$ cat config.mk
export PLATFORM = sky130hd
export DESIGN_NAME = rocket_pool_controller
export DESIGN_NICKNAME = d
export VERILOG_FILES = /design/src/rtl/rocket_pool_controller.sv
export SDC_FILE = /design/constraint.sdc
export NUM_CORES = 1
export LEC_CHECK = 0
export ABC_AREA = 1
export BUFFER_PORTS_ARGS = -buffer_cell sky130_fd_sc_hd__buf_2
export CAP_MARGIN = 5
export CELL_PAD_IN_SITES_DETAIL_PLACEMENT = 0
export CELL_PAD_IN_SITES_GLOBAL_PLACEMENT = 1
export CORE_ASPECT_RATIO = 1.5
export CORE_MARGIN = 2
export CORE_UTILIZATION = 45
export CTS_BUF_LIST = sky130_fd_sc_hd__clkbuf_16
export DETAILED_ROUTE_END_ITERATION = 7
export PLACE_DENSITY_LB_ADDON = 0.1
export SETUP_SLACK_MARGIN = 0.1
export SYNTH_ARGS = -nofsm -noshare
export SYNTH_HDL_FRONTEND = slang
export SYNTH_SLANG_ARGS = --single-unit
$ cat constraint.sdc
create_clock -name clk -period 10.5 [get_ports clk]
set_input_delay 3.15 -clock clk [delete_from_list [all_inputs] [get_ports clk]]
set_output_delay 3.15 -clock clk [all_outputs]
set_load 0.1 [all_outputs]
$ cat src/rtl/rocket_pool_controller.sv
// rocket_pool_controller
//   Pool of NUM_ROCKETS independent rocket slots shared by player shots and
//   invader bombs. A launch request claims the lowest-index idle slot, and
//   every flying slot advances by its speed once per startOfFrame. A slot
//   retires when its post-move pixel position leaves the legal range, or when
//   the collision logic kills it.
//
// Ports
//   clk            system clock
//   reset          asynchronous, active-high; clears every slot
//   startOfFrame   one-cycle pulse per video frame; moves flying slots
//   launchReq      launch request, sampled every cycle
//   launchX/Y      signed initial top-left position, in pixels
//   launchSpeedX/Y signed speed, in 1/2^FRAC_BITS pixels per frame
//   launchAck      registered grant strobe (one cycle per grant)
//   launchSlot     granted slot index, valid with launchAck (0 otherwise)
//   poolFull       all slots are flying
//   killMask       per-slot kill request from the collision logic
//   active         per-slot flying flag
//   topLeftX/Y     packed per-slot pixel positions, slot i at [i*COORD_W +: COORD_W]
//   reachedBorder  one-cycle pulse when a slot retires at the border
//   activeCount    number of flying slots
//
// Slot FSM
//   state    | meaning
//   S_IDLE   | slot free; position held, grantable
//   S_FLYING | slot owned by a rocket; moves on startOfFrame
module rocket_pool_controller #(
  parameter int NUM_ROCKETS = 4,
  parameter int COORD_W     = 11,
  parameter int FRAC_BITS   = 6,
  parameter int X_MIN       = 0,
  parameter int X_MAX       = 639,
  parameter int Y_MIN       = 0,
  parameter int Y_MAX       = 469,
  localparam int SLOT_W     = (NUM_ROCKETS > 1) ? $clog2(NUM_ROCKETS) : 1,
  localparam int CNT_W      = $clog2(NUM_ROCKETS + 1)
) (
  input  logic                             clk,
  input  logic                             reset,
  input  logic                             startOfFrame,
  input  logic                             launchReq,
  input  logic signed [COORD_W-1:0]        launchX,
  input  logic signed [COORD_W-1:0]        launchY,
  input  logic signed [COORD_W-1:0]        launchSpeedX,
  input  logic signed [COORD_W-1:0]        launchSpeedY,
  output logic                             launchAck,
  output logic [SLOT_W-1:0]                launchSlot,
  output logic                             poolFull,
  input  logic [NUM_ROCKETS-1:0]           killMask,
  output logic [NUM_ROCKETS-1:0]           active,
  output logic [NUM_ROCKETS*COORD_W-1:0]   topLeftX,
  output logic [NUM_ROCKETS*COORD_W-1:0]   topLeftY,
  output logic [NUM_ROCKETS-1:0]           reachedBorder,
  output logic [CNT_W-1:0]                 activeCount
);

  // One guard bit above the pixel range so a rocket just past the border
  // still compares correctly before it is retired.
  localparam int PW    = COORD_W + FRAC_BITS + 1;
  localparam int PIX_W = PW - FRAC_BITS;

  localparam logic [0:0] S_IDLE   = 1'b0;
  localparam logic [0:0] S_FLYING = 1'b1;

  localparam logic signed [PIX_W-1:0] X_LO = PIX_W'(X_MIN);
  localparam logic signed [PIX_W-1:0] X_HI = PIX_W'(X_MAX);
  localparam logic signed [PIX_W-1:0] Y_LO = PIX_W'(Y_MIN);
  localparam logic signed [PIX_W-1:0] Y_HI = PIX_W'(Y_MAX);

  logic [0:0]                state  [NUM_ROCKETS];
  logic signed [PW-1:0]      pos_x  [NUM_ROCKETS];
  logic signed [PW-1:0]      pos_y  [NUM_ROCKETS];
  logic signed [COORD_W-1:0] spd_x  [NUM_ROCKETS];
  logic signed [COORD_W-1:0] spd_y  [NUM_ROCKETS];
  logic signed [PW-1:0]      nxt_x  [NUM_ROCKETS];
  logic signed [PW-1:0]      nxt_y  [NUM_ROCKETS];
  logic signed [PIX_W-1:0]   nxt_px [NUM_ROCKETS];
  logic signed [PIX_W-1:0]   nxt_py [NUM_ROCKETS];
  logic [NUM_ROCKETS-1:0]    exits;

  logic                      grant_vld;
  logic [SLOT_W-1:0]         grant_idx;
  logic signed [PW-1:0]      load_x;
  logic signed [PW-1:0]      load_y;

  assign load_x = {launchX[COORD_W-1], launchX, {FRAC_BITS{1'b0}}};
  assign load_y = {launchY[COORD_W-1], launchY, {FRAC_BITS{1'b0}}};

  // Candidate post-move positions; the pixel is the floor of the fixed-point
  // value, which is simply the upper bits of the two's-complement register.
  always_comb begin
    for (int i = 0; i < NUM_ROCKETS; i++) begin
      nxt_x[i]  = pos_x[i] + {{(PW-COORD_W){spd_x[i][COORD_W-1]}}, spd_x[i]};
      nxt_y[i]  = pos_y[i] + {{(PW-COORD_W){spd_y[i][COORD_W-1]}}, spd_y[i]};
      nxt_px[i] = nxt_x[i][PW-1:FRAC_BITS];
      nxt_py[i] = nxt_y[i][PW-1:FRAC_BITS];
      exits[i]  = (nxt_px[i] < X_LO) || (nxt_px[i] > X_HI) ||
                  (nxt_py[i] < Y_LO) || (nxt_py[i] > Y_HI);
    end
  end

  // Lowest-index idle slot wins; idle means idle at the start of this cycle,
  // so a slot being killed right now is not yet grantable.
  always_comb begin
    grant_vld = 1'b0;
    grant_idx = '0;
    for (int i = NUM_ROCKETS - 1; i >= 0; i--) begin
      if (launchReq && state[i] == S_IDLE) begin
        grant_vld = 1'b1;
        grant_idx = SLOT_W'(i);
      end
    end
  end

  always_ff @(posedge clk or posedge reset) begin
    if (reset) begin
      launchAck     <= 1'b0;
      launchSlot    <= '0;
      reachedBorder <= '0;
      for (int i = 0; i < NUM_ROCKETS; i++) begin
        state[i] <= S_IDLE;
        pos_x[i] <= '0;
        pos_y[i] <= '0;
        spd_x[i] <= '0;
        spd_y[i] <= '0;
      end
    end else begin
      launchAck  <= grant_vld;
      launchSlot <= grant_vld ? grant_idx : '0;
      for (int i = 0; i < NUM_ROCKETS; i++) begin
        reachedBorder[i] <= 1'b0;
        case (state[i])
          S_IDLE: begin
            if (grant_vld && grant_idx == SLOT_W'(i)) begin
              state[i] <= S_FLYING;
              pos_x[i] <= load_x;
              pos_y[i] <= load_y;
              spd_x[i] <= launchSpeedX;
              spd_y[i] <= launchSpeedY;
            end
          end
          S_FLYING: begin
            // Kill takes priority over a move in the same cycle.
            if (killMask[i]) begin
              state[i] <= S_IDLE;
            end else if (startOfFrame) begin
              pos_x[i] <= nxt_x[i];
              pos_y[i] <= nxt_y[i];
              if (exits[i]) begin
                state[i]         <= S_IDLE;
                reachedBorder[i] <= 1'b1;
              end
            end
          end
        endcase
      end
    end
  end

  always_comb begin
    activeCount = '0;
    for (int i = 0; i < NUM_ROCKETS; i++) begin
      active[i]                        = (state[i] == S_FLYING);
      topLeftX[i*COORD_W +: COORD_W]   = pos_x[i][FRAC_BITS +: COORD_W];
      topLeftY[i*COORD_W +: COORD_W]   = pos_y[i][FRAC_BITS +: COORD_W];
      activeCount                      = activeCount + CNT_W'(active[i]);
    end
    poolFull = &active;
  end

endmodule
==> impl_metrics.toml <==
[global_routing]
grt_util_all_layers_pct = 29.09
grt_pass1_vias = 16597
grt_start_max_net_pins = 95
overflow = 0
antenna_found_initial = 5
grt_pass1_wl_um = 95160

[placement]
io_buffer_count = 154
gp_congestion = 0.9136
dpl.hpwl_um = 46720

[detailed_routing]
avgRoutedWirePerCell_um = 19.39
vias = 17172
drc = 0
viasPerCell = 5.365
antenna_left = 0
totalWireLength_um = 62080
drt_iter0_drc = 1019
dr.pass1.iters = 5

[die]
die_w_um = 169.0
ioPinCount = 155
core-area_mm2 = 0.04031
core.rowCount = 90
die_area_mm2 = 0.04252
fp.dieH_um = 251.5
initial_core_util_pct = 45.60

[yosys]
synthArstFlopShare_pct = 100.0
synth_flop_cell = "dfrtp_1"
syn_inst = 2633
synth_seq_cells = 243
yosysWarningCount = 0
synth.avg_cell_area_um2 = 6.982
syn_nets = 2833
synth-edff-count = 0
syn-cell-area_mm2 = 0.01838
synth_cell_types = 49
ys_seq_area_share_pct = 33.08

[sta]
hold_viol_final = 0
finalMaxSlewViolations = 0
final-setup-viol-count = 0
min_period_ps = 6126
slew_headroom_pct = 29.37
fmax_mhz = 163.2
tightest_slew_ps = 1058
final.setup.tns_ps = 0
timing.final.crit_share_pct = 58.34
skew_ps = 18.23
grt_setup_unrepaired = "no"

[clocking]
tritoncts = "done"
cts_setup_buffers = 0
holdBufCountCts = 0
clockRootBuffer = "clkbuf_16"
numCtsBuffers = 26
path_clk_slew_ps = 70
cts_resized = 0
cts_sinks = 243
clock_path_buffers = 3
clkLatencyLatePin_ps = 560
ctsHtreeMaxLevel = 1

[run]
cap_violations = 0

[worst_setup_path]
path_max_fanout = 30
reg2reg_depth = 9
crit_buf_inv = 4
regToRegStartpoint = "active[3]"
crit_path_end_kind = "output port"
crit_top_cell = "ha_1"
cpMaxStageDelayCell = "fa_1"
critPathArrivalTime_ps = 2980
path_class = "reg2out"
r2r_slack_ps = 7130
path_cells = "buf_4, inv_2, fa_1, inv_1, ha_1, ha_1, buf_2"
cpLargestDelayFamily = "buffers and inverters"
reg2reg_to = "pos_y[53]"
start_kind = "flop"
required_ps = 7350
slowest_delay_ps = 570

[worst_hold_path]
hold_path.startpoint = "spd_x[22]"
min_to = "spd_x[22]"
hp-class = "reg2reg"
hold_depth = 2

[final_layout]
area_growth_syn_to_layout_pct = 7.439
final_nets = 2874
layout-drive-gt1-share_pct = 9.580

[run_status]
status = "finished clean"
-- registers in the layout, summed over array words and instances, names as in the netlist --
name           count
topLeftY          44
active             4
pos_y             28
launchSlot         2
reachedBorder      4
launchAck          1
spd_y             44
spd_x             44
pos_x             28
topLeftX          44
-- synth_stat cells, drive strengths merged, types with 3 or more instances --
master	instances	area, µm²
a21boi	3	22.52
a21oi	245	1245
a22o	4	35.03
a31oi	7	43.79
a32o	8	80.08
and2	6	37.54
and3	6	37.54
buf	112	807.0
clkbuf	39	146.4
dfrtp	243	6081
fa	9	180.2
ha	139	1739
inv	277	1040
nand2	838	3183
nand3	134	690.7
nand3b	16	120.1
nand4	19	118.9
nor2	209	809.5
nor3	16	80.08
nor4	5	31.28
o21ai	192	968.4
o21bai	18	142.6
o22ai	8	50.05
o31ai	8	90.08
or2	11	68.82
xnor2	29	254.0
xor2	26	235.2
-- worst max path at each step --
stage	from	end	slack (ps)	cells past startpoint
after global placement	launchReq	topLeftY[30]	4690	12
final	active[3]	activeCount[1]	4370	7
after CTS	active[3]	activeCount[1]	4350	7
after floorplan	reset	active[0]	680	1
after global routing	active[3]	activeCount[1]	4260	7
after detailed placement	launchReq	pos_y[35]	4610	11
-- worst min-delay path: cells and delay by family, from the launching register on --
| kind | cells | cell delay [ps] |
|---|---|---|
| and+or+nand+nor | 1 | 60 |
| AOI/OAI and AO/OA | 1 | 60 |
| DFF | 1 | 340 |
-- final cells by class --
class | instances | area, µm²
sequential | 243 | 6081
multi-input combinational | 1962 | 10310
clock inverter | 21 | 176.4
timing repair buffer | 164 | 845.8
inverter | 277 | 1047
tap | 506 | 633.1
fill | 4212 | 20560
antenna | 2 | 5.005
clock buffer | 26 | 650.6
-- cells in the final DEF, fill, tap and decap left out, drive strengths merged, types with 7 or more instances in the layout --
cell    instances
a21oi         245
a31oi           7
a32o            8
buf           164
clkbuf         26
clkinv         10
dfrtp         243
fa              9
ha            139
inv           284
nand2         838
nand3         134
nand3b         16
nand4          19
nor2          209
nor3           16
o21ai         192
o21bai         18
o22ai           8
o31ai           8
or2            11
xnor2          29
xor2           26
-- layer usage --
layer | routed length (µm) | part of all wire [%] | track usage (%)
met1 | 26060 | 42 | 37.02
met3 | 3294 | 5.3 | 2.886
met4 | 2380 | 3.8 | 10.70
met2 | 30350 | 49 | 51.09
met5 | 0 | 0 | 0
-- kinds of logic (layout without fill, tap and decap cells) --
kind of cell	Yosys count	count (layout)	synth area share, %
simple gates	1260	1260	28.17
compound gates	499	499	14.81
buf+inv	428	488	10.84
flops	243	243	33.08
fa+ha+maj	148	148	10.44
xor+xnor	55	55	2.661
other cells	0	2	0
-- per-stage QoR --
step	utilization [%]	instances	worst slack (ps)	instance area, µm²	hold slack (ps)
4_1_cts	48.98	3199	4353	19750	498.5
2_1_floorplan	-	2633	676.8	18380	455.5
6_report	48.99	3201	4374	19750	497.6
5_1_grt	48.98	3199	4260	19750	514.5
3_3_place_gp	46.93	3152	4694	18920	472.1
3_5_place_dp	46.93	3152	4613	18920	483.2
Power is left out: the tool's default activity adds up to more than one toggle a clock period on the data nets, which glitch-free logic cannot reach.
